[src/rtl/sop_pkg.sv]
// Shared definitions for the multi-channel start-of-processing generator.
// Period/phase widths up to SOP_MAX_W bits are supported by sanitize_period.
package sop_pkg;

    typedef enum logic {
        ST_IDLE = 1'b0,
        ST_RUN  = 1'b1
    } sop_state_t;

    localparam logic MODE_FREE    = 1'b0;
    localparam logic MODE_ONESHOT = 1'b1;

    localparam int SOP_MAX_W = 16;

    // A zero period would never advance past the first count; force it to 1.
    function automatic logic [SOP_MAX_W-1:0] sanitize_period(input logic [SOP_MAX_W-1:0] p);
        if (p == {SOP_MAX_W{1'b0}}) begin
            sanitize_period = {{(SOP_MAX_W-1){1'b0}}, 1'b1};
        end else begin
            sanitize_period = p;
        end
    endfunction

endpackage

[src/rtl/sop_phase_cmp.sv]
// Per-channel phase comparator: registered SOP strobe on count match and
// sticky error flag for a phase that can never be reached.
module sop_phase_cmp #(
    parameter int CNT_W = 8
) (
    input  logic             clk,
    input  logic             rst,
    input  logic             i_run,
    input  logic [CNT_W-1:0] i_cnt,
    input  logic [CNT_W-1:0] i_phase,
    input  logic [CNT_W-1:0] i_period,
    output logic             o_sop,
    output logic             o_err
);

    logic r_sop;
    logic r_err;

    // Strobe one cycle after the count match; error stays set until reset.
    always_ff @(posedge clk) begin
        if (rst) begin
            r_sop <= 1'b0;
            r_err <= 1'b0;
        end else begin
            r_sop <= i_run && (i_cnt == i_phase);
            r_err <= r_err || (i_run && (i_phase > i_period));
        end
    end

    assign o_sop = r_sop;
    assign o_err = r_err;

endmodule

[src/rtl/sop_multi_gen.sv]
// Start-of-processing generator: one shared period counter paces N_CH lanes,
// each firing a one-cycle SOP strobe at its own phase offset.
module sop_multi_gen
    import sop_pkg::*;
#(
    parameter int CNT_W      = 8,
    parameter int N_CH       = 4,
    parameter int EPOCH_W    = 16,
    parameter int DEF_PERIOD = 255
) (
    input  logic                  clk_line,
    input  logic                  rst,
    input  logic                  en,
    input  logic                  mode,
    input  logic                  start,
    input  logic [CNT_W-1:0]      period_i,
    input  logic                  period_ld,
    input  logic [N_CH*CNT_W-1:0] phase_i,
    output logic [N_CH-1:0]       sop_o,
    output logic                  wrap_o,
    output logic                  busy_o,
    output logic [CNT_W-1:0]      cnt_o,
    output logic [EPOCH_W-1:0]    epoch_o,
    output logic [N_CH-1:0]       phase_err_o
);

    localparam logic [CNT_W-1:0]   DEF_P     = CNT_W'(DEF_PERIOD);
    localparam logic [CNT_W-1:0]   CNT_ONE   = {{(CNT_W-1){1'b0}}, 1'b1};
    localparam logic [EPOCH_W-1:0] EPOCH_ONE = {{(EPOCH_W-1){1'b0}}, 1'b1};

    sop_state_t          r_state;
    sop_state_t          w_state_nxt;
    logic [CNT_W-1:0]    r_cnt;
    logic [CNT_W-1:0]    r_act;
    logic [CNT_W-1:0]    r_shd;
    logic [EPOCH_W-1:0]  r_epoch;
    logic                r_wrap;
    logic                w_run;
    logic                w_wrap;
    logic [CNT_W-1:0]    w_period_san;
    logic [CNT_W-1:0]    w_shd_nxt;

    assign w_run        = (r_state == ST_RUN);
    assign w_wrap       = w_run && (r_cnt == r_act);
    assign w_period_san = CNT_W'(sanitize_period(SOP_MAX_W'(period_i)));
    // A load coinciding with a wrap must reach the active register at that wrap.
    assign w_shd_nxt    = period_ld ? w_period_san : r_shd;

    // State register.
    always_ff @(posedge clk_line) begin
        if (rst) begin
            r_state <= ST_IDLE;
        end else begin
            r_state <= w_state_nxt;
        end
    end

    // Next-state: leave RUN only at a period boundary so stops are graceful.
    always_comb begin
        w_state_nxt = r_state;
        case (r_state)
            ST_IDLE: begin
                if (((mode == MODE_FREE) && en) || ((mode == MODE_ONESHOT) && start)) begin
                    w_state_nxt = ST_RUN;
                end else begin
                    w_state_nxt = ST_IDLE;
                end
            end
            ST_RUN: begin
                if (w_wrap && ((mode == MODE_ONESHOT) || !en)) begin
                    w_state_nxt = ST_IDLE;
                end else begin
                    w_state_nxt = ST_RUN;
                end
            end
            default: w_state_nxt = ST_IDLE;
        endcase
    end

    // Counter, epoch and period registers; active period never changes mid-period.
    always_ff @(posedge clk_line) begin
        if (rst) begin
            r_cnt   <= {CNT_W{1'b0}};
            r_act   <= DEF_P;
            r_shd   <= DEF_P;
            r_epoch <= {EPOCH_W{1'b0}};
            r_wrap  <= 1'b0;
        end else begin
            r_shd  <= w_shd_nxt;
            r_wrap <= w_wrap;
            if (w_run) begin
                if (w_wrap) begin
                    r_cnt   <= {CNT_W{1'b0}};
                    r_epoch <= r_epoch + EPOCH_ONE;
                    r_act   <= w_shd_nxt;
                end else begin
                    r_cnt <= r_cnt + CNT_ONE;
                end
            end else begin
                r_cnt <= {CNT_W{1'b0}};
                r_act <= w_shd_nxt;
            end
        end
    end

    for (genvar k = 0; k < N_CH; k++) begin : g_ch
        sop_phase_cmp #(
            .CNT_W (CNT_W)
        ) u_cmp (
            .clk      (clk_line),
            .rst      (rst),
            .i_run    (w_run),
            .i_cnt    (r_cnt),
            .i_phase  (phase_i[k*CNT_W +: CNT_W]),
            .i_period (r_act),
            .o_sop    (sop_o[k]),
            .o_err    (phase_err_o[k])
        );
    end

    assign wrap_o  = r_wrap;
    assign busy_o  = w_run;
    assign cnt_o   = r_cnt;
    assign epoch_o = r_epoch;

endmodule

[config.mk]
export PLATFORM = sky130hd
export DESIGN_NAME = sop_multi_gen
export DESIGN_NICKNAME = d
export VERILOG_FILES = /design/src/rtl/sop_pkg.sv /design/src/rtl/sop_phase_cmp.sv /design/src/rtl/sop_multi_gen.sv
export SDC_FILE = /design/constraint.sdc
export NUM_CORES = 1
export LEC_CHECK = 0
export CAP_MARGIN = 20
export CORE_MARGIN = 5
export CORE_UTILIZATION = 30
export CTS_CLUSTER_SIZE = 24
export DETAILED_ROUTE_END_ITERATION = 7
export GPL_TIMING_DRIVEN = 0
export RECOVER_POWER = 25
export SETUP_SLACK_MARGIN = 0.2
export SLEW_MARGIN = 20
export SYNTH_ARGS = -nofsm -noshare
export SYNTH_HDL_FRONTEND = slang
export SYNTH_SLANG_ARGS = --single-unit
[constraint.sdc]
create_clock -name clk_line -period 2.6 [get_ports clk_line]
set_clock_uncertainty 0.1 [all_clocks]
set_input_delay 0.78 -clock clk_line [delete_from_list [all_inputs] [get_ports clk_line]]
set_output_delay 0.78 -clock clk_line [all_outputs]
set_load 0.005 [all_outputs]
* Yosys cells after proc, flatten, opt, wreduce, memory -nomap -nowiden
Index checks and enable logic that the tools add are counted.
** Operators by class
- Multiplexer cells :: 7
- Eq/ne operators :: 6
- Order comparisons :: 4
- Bitwise gates (word level) :: 2
- Reductions and logical operators :: 22
- Div/mod/pow operators :: 0
- $add $sub $neg :: 2
- Multiply operators :: 0
- Shifts and indexed selects :: 0
** Operator list (count)
- $eq 8x8->1 :: 5
- $gt 8x8->1 :: 4
- $mux 8 :: 4
- $add 16x1->16 const B :: 1
- $logic_and 1x1->1 :: 12
- $add 8x1->8 const B :: 1
- $logic_not 8->1 :: 1
- $logic_or 1x1->1 :: 6
- $reduce_or 3->1 :: 1
- $mux 1 :: 2
- $ne 2x1->1 const B :: 1
- $not 1->1 :: 2
- $pmux 1 s2 :: 1
- $reduce_and 2->1 :: 1
- $logic_not 1->1 :: 1
** Storage, ports and cells
- Bits in read-only memories :: 0
- Word-level logic and storage cells :: 57
- Bits in latches :: 0
- Bits of input ports :: 46
- Memories kept :: 0
- RAM bits :: 0
- Bits in registers :: 50

* Depth between registers and ports, before layout
Gate-level depths: netlist of run 1.
- Depth in word-level cells :: 5
- Gate-level depth with buffers :: 6

* Modules after synthesis
From an unflattened synthesis of run 1, not the netlist that was laid out.
** Second synthesis, totals
- Cell total of the unflattened synthesis :: 375
- Area, all modules :: 3429.5 µm²
** By module, submodules not included
- sop_multi_gen :: area an instance 2038.2 µm², times used 1, cells each 211
- sop_phase_cmp :: area an instance 347.8 µm², times used 4, cells each 41

* Worst setup path before layout of run 1
No wires, ideal clock.
- Path type :: input -> register
- From :: input port rst
- To :: register r_act[2]
- Required time :: 2.377 ns
- Stages :: 5
- Arrival time :: 1.697 ns
- Library setup time :: 0.123 ns
- Buffers on the path :: 2
- Setup slack :: 0.680 ns
- Cell sequence :: clkbuf_1 -> nand2b_1 -> o21bai_2 -> buf_2 -> o2bb2ai_1
** RTL lines
- from (decl) :: line sop_multi_gen.sv:12 : input logic rst,
- to (signal assigned) :: line sop_multi_gen.sv:95 : r_act <= w_shd_nxt;
- to (signal assigned) :: line sop_multi_gen.sv:101 : r_act <= w_shd_nxt;
- to (decl) :: line sop_multi_gen.sv:34 : logic [CNT_W-1:0] r_act;

* Final worst setup path of run 1
- From :: register r_cnt[0] (netlist: cnt_o[0])
- To :: register r_epoch[5] (netlist: epoch_o[5])
** On the way
- Cells in the longest elaborated chain, start to end :: 3
** Ends and longest elaborated chain
- from (decl) :: line sop_multi_gen.sv:33 : logic [CNT_W-1:0] r_cnt;
- from (signal assigned) :: line sop_multi_gen.sv:83 : r_cnt <= {CNT_W{1'b0}};
- from (signal assigned) :: line sop_multi_gen.sv:93 : r_cnt <= {CNT_W{1'b0}};
- from (signal assigned) :: line sop_multi_gen.sv:97 : r_cnt <= r_cnt + CNT_ONE;
- $eq 8x8->1 :: line sop_multi_gen.sv:44 : assign w_wrap = w_run && (r_cnt == r_act);
- $logic_and 1x1->1 :: line sop_multi_gen.sv:44
- $reduce_and 2->1 (no source line)
- to (signal assigned) :: line sop_multi_gen.sv:86 : r_epoch <= {EPOCH_W{1'b0}};
- to (signal assigned) :: line sop_multi_gen.sv:94 : r_epoch <= r_epoch + EPOCH_ONE;
- to (decl) :: line sop_multi_gen.sv:36 : logic [EPOCH_W-1:0] r_epoch;
Every way passes these cells.
A chain may end at the register's enable or synchronous reset.

==> results.py, run 1 <==
metrics = {
    "run_status": {
        "run_status": "complete, no violations",
    },
    "drt": {
        "detail_route.drc_violations": 0,
        "final_antenna_net_count": 0,
        "wl_met3_um": 454,
        "met2_length_mm": 4.61,
        "num_vias": 2938,
        "detail_route.first_pass.iterations": 4,
        "wirelength_mm": 9.56,
        "drtIter0Drc": 114,
        "routed_length_on_met1_mm": 4.32,
        "route.detailed.vias_per_inst": 4.90,
        "wl_per_cell_um": 15.9,
        "routed.top_layer": "met4",
    },
    "worst_setup_path": {
        "start_kind": "register",
        "cp_num_cells": 6,
        "worstPathBufferInverterCount": 2,
        "crit_path_max_incr_delay_ps": 440,
        "worst_setup_path_endpoint": "epoch_o[5]$_SDFFE_PP0P_",
        "r2r-end": "epoch_o[5]$_SDFFE_PP0P_",
        "crit_chain": "clkbuf_1 > xnor2_1 > nand4_4 > buf_2 > nor3_1 > mux2_1",
        "timing.critical_path.to_type": "register",
        "crit_required_ps": 2680,
        "cp-startpoint": "cnt_o[0]$_SDFF_PP0_",
        "critPathKind": "reg2reg",
        "crit_arrival_ps": 2360,
        "reg2reg_depth": 6,
        "slowest_stage": "clkbuf_1",
        "rr_startpoint": "cnt_o[0]$_SDFF_PP0_",
        "rrSetupSlack_ps": 320,
        "critical_path.max_fanout": 10,
        "path_delay_family": "buffers and inverters",
    },
    "sta": {
        "finalSetupTns_ps": 0,
        "timing_max_transition_violations_final": 0,
        "setup_repair_after_global_routing_missed_its_margin": "false",
        "timing.final.hold_violations": 0,
        "fmax_ghz": 0.438,
        "slew_headroom_pct": 58.5,
        "finalSetupViolCount": 0,
        "hold_ws_ps": 418,
        "final.period_utilization_pct": 87.8,
        "final_period_minus_worst_setup_slack_ps": 2280,
        "tightestPinTransition_ps": 623,
    },
    "floorplan": {
        "core.rowCount": 38,
        "io-pin-count": 80,
        "die_height_um": 116,
        "initial_core_util_pct": 30.9,
        "die_area_um2": 13600,
        "core_area_um2": 11000,
        "die_width_um": 116,
    },
    "synth": {
        "syn_inst": 375,
        "synthDistinctLibCells": 42,
        "synth-warning-count": 0,
        "mappedNetlistNets": 455,
        "post_synth.cell_area_avg_um2": 9.06,
        "synth.ff_latch_count": 50,
        "synth_sequential_area_ratio_pct": 29.5,
        "netlist_area_um2": 3400,
    },
    "flow_run": {
        "drv.max_cap_violation_count": 0,
    },
    "clock_network": {
        "post_cts.resized_instances": 0,
        "cts-buffers-inserted": 5,
        "ctsHoldBuffers": 0,
        "cts.clk_slew.worst_paths_ps": 70,
        "htree_num_levels": 2,
        "post-cts-setup-buffer-count": 0,
        "clk_root_buffer_cell": "clkbuf_16",
        "cts_tree": "done",
        "clkLatencyLatePin_ps": 290,
        "clkSinkCount": 50,
        "maximum_root_to_sink_buffer_count": 2,
    },
    "power_and_ir_drop": {
        "pwr-share-seq_pct": 40.9,
        "pwr-share-clk_pct": 38.0,
        "power.switching_mw": 0.522,
        "p_per_area_nw_per_um2": 443,
        "vdd_ir_drop_max_uv": 331,
        "power_switching_share_pct": 26.1,
        "leakage_nw": 1.78,
        "p_comb_share_pct": 21.1,
        "intPower_mw": 1.48,
    },
    "grt": {
        "grt_max_degree": 15,
        "wire_length_of_the_first_global_routing_pass_mm": 15.0,
        "grt_use_total_pct": 14.3,
        "vias_in_the_first_global_route": 2898,
        "grt_overflow": 0,
        "grt_antenna_before_repair": 0,
    },
    "final_layout": {
        "n_fill_cell": 1058,
        "areaGrowthSynthToFinish_pct": 32.9,
        "drive_gt1_share_pct": 9.78,
        "finalNetCount": 540,
        "num_antenna_cells": 0,
    },
    "placement": {
        "portBuffers": 78,
        "hpwl_after_detailed_placement_mm": 7.52,
        "routabilityCongestion": 0.832,
    },
    "hold_path": {
        "hold_path_class": "reg2reg",
    },
}
## cells in the final DEF (no fill, tap or decap), types with 2 or more instances in the layout
cell	synthesis	routed
mux2_1	8	8
clkbuf_1	7	8
nand2_1	11	11
o31a_1	4	4
clkdlybuf4s50_1	0	71
clkbuf_16	0	5
nor3_1	9	9
o211ai_1	4	4
nor2_1	25	25
xnor2_2	8	7
nand4_1	16	16
nand4_4	2	2
xor2_1	8	8
buf_6	3	3
ha_1	34	34
buf_4	9	9
mux2_2	6	6
o21ai_0	8	8
buf_2	7	6
a211o_1	7	7
o2bb2ai_1	7	7
and3_1	3	3
xnor2_1	30	31
dfxtp_1	50	50
nand3_1	13	13
nor4_1	10	10
and4_1	3	3
nor2b_1	25	25
inv_1	18	18
nand2b_1	4	4
a21oi_1	23	23
dlygate4sd3_1	0	7
## layout make-up
type                       count  area (um2)  area share (%)
multi-input combinational    279        2150            47.6
sequential                    50        1000            22.2
timing repair buffer          78         781            17.3
clock inverter                 1        30.0           0.665
inverter                      18        67.6            1.50
buffer                        28         170            3.77
tap                          140         175            3.88
clock buffer                   6         139            3.08
## worst min path at each step
stage                                   startpoint                             end  slack [ps]  depth (start not counted)
floorplan                      r_shd[0]$_SDFF_PP1_             r_shd[0]$_SDFF_PP1_         370                          2
global placement    g_ch[2].u_cmp.o_err$_SDFF_PP0_  g_ch[2].u_cmp.o_err$_SDFF_PP0_         390                          1
detailed placement  g_ch[0].u_cmp.o_err$_SDFF_PP0_  g_ch[0].u_cmp.o_err$_SDFF_PP0_         400                          1
CTS                 g_ch[3].u_cmp.o_err$_SDFF_PP0_  g_ch[3].u_cmp.o_err$_SDFF_PP0_         430                          1
global route        g_ch[3].u_cmp.o_err$_SDFF_PP0_  g_ch[3].u_cmp.o_err$_SDFF_PP0_         440                          1
finish              g_ch[2].u_cmp.o_err$_SDFF_PP0_  g_ch[2].u_cmp.o_err$_SDFF_PP0_         420                          1
## cells by family (layout without fill, tap and decap cells)
family                   count (synthesis)  after routing  synth area share (%)
multiplexers                            15             15                  4.94
XOR/XNOR                                46             46                  13.6
buffers and inverters                   46            131                  7.03
flip-flops                              50             50                  29.5
AND/OR/NAND/NOR                        125            125                  20.8
AO/OA/AOI/OAI                           59             59                  11.6
adder cells (fa/ha/maj)                 34             34                  12.5
## per-stage QoR
step	utilization, %	cell area, um2	std cells	total power [mW]	setup slack (ps)
final	41.1	4510	600	2.00	317
after detailed placement	39.6	4350	593	1.26	116
after CTS	41.2	4520	600	2.02	413
after global placement	39.6	4350	593	1.24	130
after floorplan	-	3400	375	1.08	680
after global routing	41.1	4510	600	2.10	154
## metal layers
metal | up-vias | GRT usage, %
met1 | 1361 | 18.6
met5 | - | 0
met2 | 76 | 24.3
met3 | 13 | 2.12
met4 | 0 | 4.80
li1 | 1488 | -
## power groups by stage
| stage | Clock [mW] | Sequential [mW] | Combinational, mW |
|---|---|---|---|
| finish | 0.760 | 0.818 | 0.422 |
| global route | 0.808 | 0.821 | 0.469 |
| CTS | 0.778 | 0.819 | 0.426 |
| detailed placement | 0 | 0.837 | 0.423 |
| global placement | 0 | 0.836 | 0.405 |
| floorplan | 0 | 0.831 | 0.252 |
## synthesized netlist by cell type, drive strengths merged
library cell / number / area [um2]
o31a: 4 / 35.0
nor2: 25 / 93.8
xnor2: 38 / 393
nor2b: 25 / 156
a21oi: 23 / 115
a31oi: 1 / 6.26
nand2: 11 / 41.3
dfxtp: 50 / 1000
or2: 1 / 6.26
nand4: 18 / 143
nor3: 10 / 55.1
clkbuf: 8 / 31.3
o21ai: 9 / 48.8
mux2: 14 / 158
mux2i: 1 / 10.0
buf: 20 / 140
o31ai: 1 / 7.51
and3: 3 / 18.8
a32o: 1 / 10.0
o2bb2ai: 7 / 61.3
o21bai: 2 / 18.8
and4: 3 / 26.3
and2: 1 / 6.26
inv: 18 / 67.6
nor4: 10 / 62.6
ha: 34 / 425
o211ai: 4 / 30.0
or4: 1 / 7.51
nand3: 13 / 65.1
nand2b: 4 / 25.0
a211o: 7 / 61.3
xor2: 8 / 70.1
## state kept, by name (all words and copies together) (netlist names)
signal	cells
cnt_o	8
g_ch.u_cmp.o_sop	4
busy_o	1
epoch_o	16
r_shd	8
wrap_o	1
g_ch.u_cmp.o_err	4
r_act	8
## worst register-to-register path: cells and delay by family (launching register included)
kind | cells | cell delay (ps)
xor gates and xnor gates | 1 | 240
buffers and inverters | 2 | 690
DFF | 1 | 350
muxes | 1 | 340
and+or+nand+nor | 2 | 460
No activity file was read; power rests on OpenSTA's default activity.
==> inputs of run 2 (changes only) <==
--- a/config.mk
+++ b/config.mk
@@ -7,13 +7,14 @@
 export LEC_CHECK = 0
 export CAP_MARGIN = 20
 export CORE_MARGIN = 5
-export CORE_UTILIZATION = 30
+export CORE_UTILIZATION = 45
 export CTS_CLUSTER_SIZE = 24
 export DETAILED_ROUTE_END_ITERATION = 7
 export GPL_TIMING_DRIVEN = 0
+export PLACE_DENSITY = 0.73
 export RECOVER_POWER = 25
-export SETUP_SLACK_MARGIN = 0.2
 export SLEW_MARGIN = 20
 export SYNTH_ARGS = -nofsm -noshare
 export SYNTH_HDL_FRONTEND = slang
+export SYNTH_HIERARCHICAL = 1
 export SYNTH_SLANG_ARGS = --single-unit
==> results.py, run 2 <==
metrics = {
    "worst_setup_path": {
        "r2r-end": "r_act[5]$_SDFFE_PP1P_",
        "crit_chain": "clkdlybuf4s50_1",
        "crit_path_max_incr_delay_ps": 700,
        "crit_required_ps": 1720,
        "crit_arrival_ps": 1640,
        "cp-startpoint": "cnt_o[0]$_SDFF_PP0_",
        "start_kind": "register",
        "timing.critical_path.to_type": "output port",
        "path_delay_family": "flip-flops",
        "worstPathBufferInverterCount": 1,
        "rr_startpoint": "cnt_o[3]$_SDFF_PP0_",
        "reg2reg_depth": 5,
        "slowest_stage": "dfxtp_1",
        "critPathKind": "reg2out",
        "critical_path.max_fanout": 10,
        "rrSetupSlack_ps": 350,
    },
    "grt": {
        "highest_utilization_routing_layer_at_the_global_route_stage": "met2",
        "grt_max_degree": 17,
        "grt_use_met1_pct": 24.2,
        "grt_util_met3_pct": 3.95,
        "grt_antenna_before_repair": 0,
        "grt_overflow": 0,
        "wire_length_of_the_first_global_routing_pass_mm": 15.4,
        "vias_in_the_first_global_route": 3073,
        "met2_usage_pct": 34.6,
        "grt_use_total_pct": 19.6,
    },
    "sta": {
        "setup_repair_after_global_routing_missed_its_margin": "false",
        "slew_headroom_pct": 38.0,
        "tightestPinTransition_ps": 930,
        "final_critical_path_setup_slack_ps": 82.5,
        "finalSetupViolCount": 0,
        "final.period_utilization_pct": 96.8,
        "timing.final.hold_violations": 0,
        "hold_ws_ps": 427,
        "fmax_ghz": 0.397,
        "final_period_minus_worst_setup_slack_ps": 2520,
        "timing_max_transition_violations_final": 0,
    },
    "synth": {
        "syn_inst": 375,
        "yosysMostFrequentCell": "dfxtp_1",
        "yosys.area.top_type_share_pct": 29.2,
        "async_reset_ff_share_pct": 0,
        "synth.top_cells.by_area": "dfxtp_1, ha_1, xor2_1",
        "synth.ff_latch_count": 50,
        "netlist_area_um2": 3430,
        "synth_sequential_area_ratio_pct": 29.2,
        "synthDistinctLibCells": 45,
        "synth_top_cells_by_count": "dfxtp_1, inv_1, ha_1",
        "synth_enable_flop_cells": 0,
        "mappedNetlistNets": 455,
        "synth-warning-count": 6,
        "synth_top_area_cell": "dfxtp_1",
        "post_synth.cell_area_avg_um2": 9.15,
        "synthFlopType": "dfxtp_1",
    },
    "clock_network": {
        "clk_root_buffer_cell": "clkbuf_8",
        "cts-buffers-inserted": 5,
        "cts.clk_slew.worst_paths_ps": 90,
        "htree_num_levels": 2,
        "ctsHoldBuffers": 0,
        "maximum_root_to_sink_buffer_count": 2,
        "cts_tree": "done",
        "clkLatencyLatePin_ps": 310,
        "clkSinkCount": 50,
    },
    "drt": {
        "wirelength_mm": 9.07,
        "final_antenna_net_count": 0,
        "num_vias": 3030,
        "route.detailed.vias_per_inst": 5.40,
        "drtIter0Drc": 85,
        "detail_route.first_pass.iterations": 5,
        "detail_route.drc_violations": 0,
        "wl_per_cell_um": 16.2,
    },
    "final_layout": {
        "num_antenna_cells": 0,
        "n_fill_cell": 649,
        "areaGrowthSynthToFinish_pct": 29.3,
        "largest_reg_flops": 16,
        "drive_gt1_share_pct": 6.93,
        "layout.cells.most_common": "clkdlybuf4s50_1",
        "finalNetCount": 541,
        "most_used_cells_in_the_layout_excluding_fill_and_tap_cells": "clkdlybuf4s50_1, dfxtp_1, inv_1",
    },
    "hold_path": {
        "hold_path_class": "reg2reg",
        "end_point_of_the_most_critical_hold_path": "g_ch[2].u_cmp/o_err$_SDFF_PP0_",
        "hold-path-cell-count": 2,
        "worstHoldStart": "g_ch[2].u_cmp/o_err$_SDFF_PP0_",
    },
    "floorplan": {
        "die_height_um": 97.3,
        "core.rowCount": 31,
        "die_width_um": 97.3,
        "core_area_um2": 7330,
        "io-pin-count": 80,
        "die_area_um2": 9470,
        "initial_core_util_pct": 46.8,
    },
    "placement": {
        "pre_cts_slack_ps": -294,
        "routabilityCongestion": 0.836,
        "portBuffers": 79,
        "hpwl_after_detailed_placement_mm": 6.99,
    },
    "power_and_ir_drop": {
        "leakage_nw": 1.91,
        "p_per_area_nw_per_um2": 407,
        "vdd_ir_drop_max_uv": 275,
    },
    "flow_run": {
        "drv.max_cap_violation_count": 0,
    },
    "run_status": {
        "run_status": "complete, no violations",
    },
}
==> run 2: changes by cell type in the layout (fill, tap and decap cells not counted), sizes merged, moves of 9 or more <==
cell and delta:
nor4 +9, xor2 +14, a21oi -14, inv +18
buf -16, xnor2 -14
==> run 2: final cells by class <==
class,count,area [um2],share of cell area [%]
Multi-Input combinational cell,279,2230,50.3
Sequential cell,50,1000,22.6
Timing Repair Buffer,79,785,17.7
Inverter,36,135,3.05
Tap cell,99,124,2.79
Clock buffer,5,68.8,1.55
Clock inverter,3,45.0,1.02
Buffer,10,45.0,1.02
==> run 2: where the power goes <==
part / switching, mW / internal (mW) / total (mW)
clock: 0.269 / 0.286 / 0.555
combinational: 0.190 / 0.207 / 0.397
sequential: 0.0569 / 0.794 / 0.851
total: 0.516 / 1.29 / 1.80
==> run 2: cells by family (layout without fill, tap and decap cells) <==
group                    count (synthesis)  count (layout)  share of synthesized area (%)
buffers and inverters                   46             133                           5.47
XOR/XNOR                                46              46                           12.6
AND/OR/NAND/NOR                        131             131                           23.5
adder cells (fa/ha/maj)                 34              34                           12.4
flip-flops                              50              50                           29.2
AO/OA/AOI/OAI                           53              53                           11.9
multiplexers                            15              15                           4.93
==> run 2: per-stage QoR <==
step	setup TNS, ps	area, um2	power (mW)	utilization, %	std cells
5_1_grt	0	4440	1.90	60.5	561
6_report	0	4440	1.80	60.5	561
2_1_floorplan	0	3430	1.09	-	375
3_3_place_gp	-3830	4340	1.25	59.3	553
4_1_cts	0	4460	1.82	60.8	561
3_5_place_dp	-4840	4340	1.27	59.3	553
==> run 2: worst max-delay path by stage <==
| stage | end | slack (ps) | cells after the start |
|---|---|---|---|
| after CTS | epoch_o[7]$_SDFFE_PP0P_ | 40 | 4 |
| after global routing | cnt_o[0] | 30 | 1 |
| after floorplan | epoch_o[14]$_SDFFE_PP0P_ | 680 | 5 |
| final | cnt_o[0] | 80 | 1 |
| after detailed placement | epoch_o[7]$_SDFFE_PP0P_ | -290 | 4 |
| after global placement | epoch_o[12]$_SDFFE_PP0P_ | -220 | 4 |
==> run 2: timing repair <==
action / 4_1_cts / 5_1_grt
endpoints found under the setup margin: 0 / 13
setup buffers: 0 / 0
resized for setup: 0 / 3
==> run 2: routing by layer <==
layer	vias to the layer above	part of all wire (%)	wire [um]
li1	1524	-	-
met1	1430	45	4080
met2	64	49	4470
met3	12	3.8	349
met4	0	1.9	169
met5	-	0	0
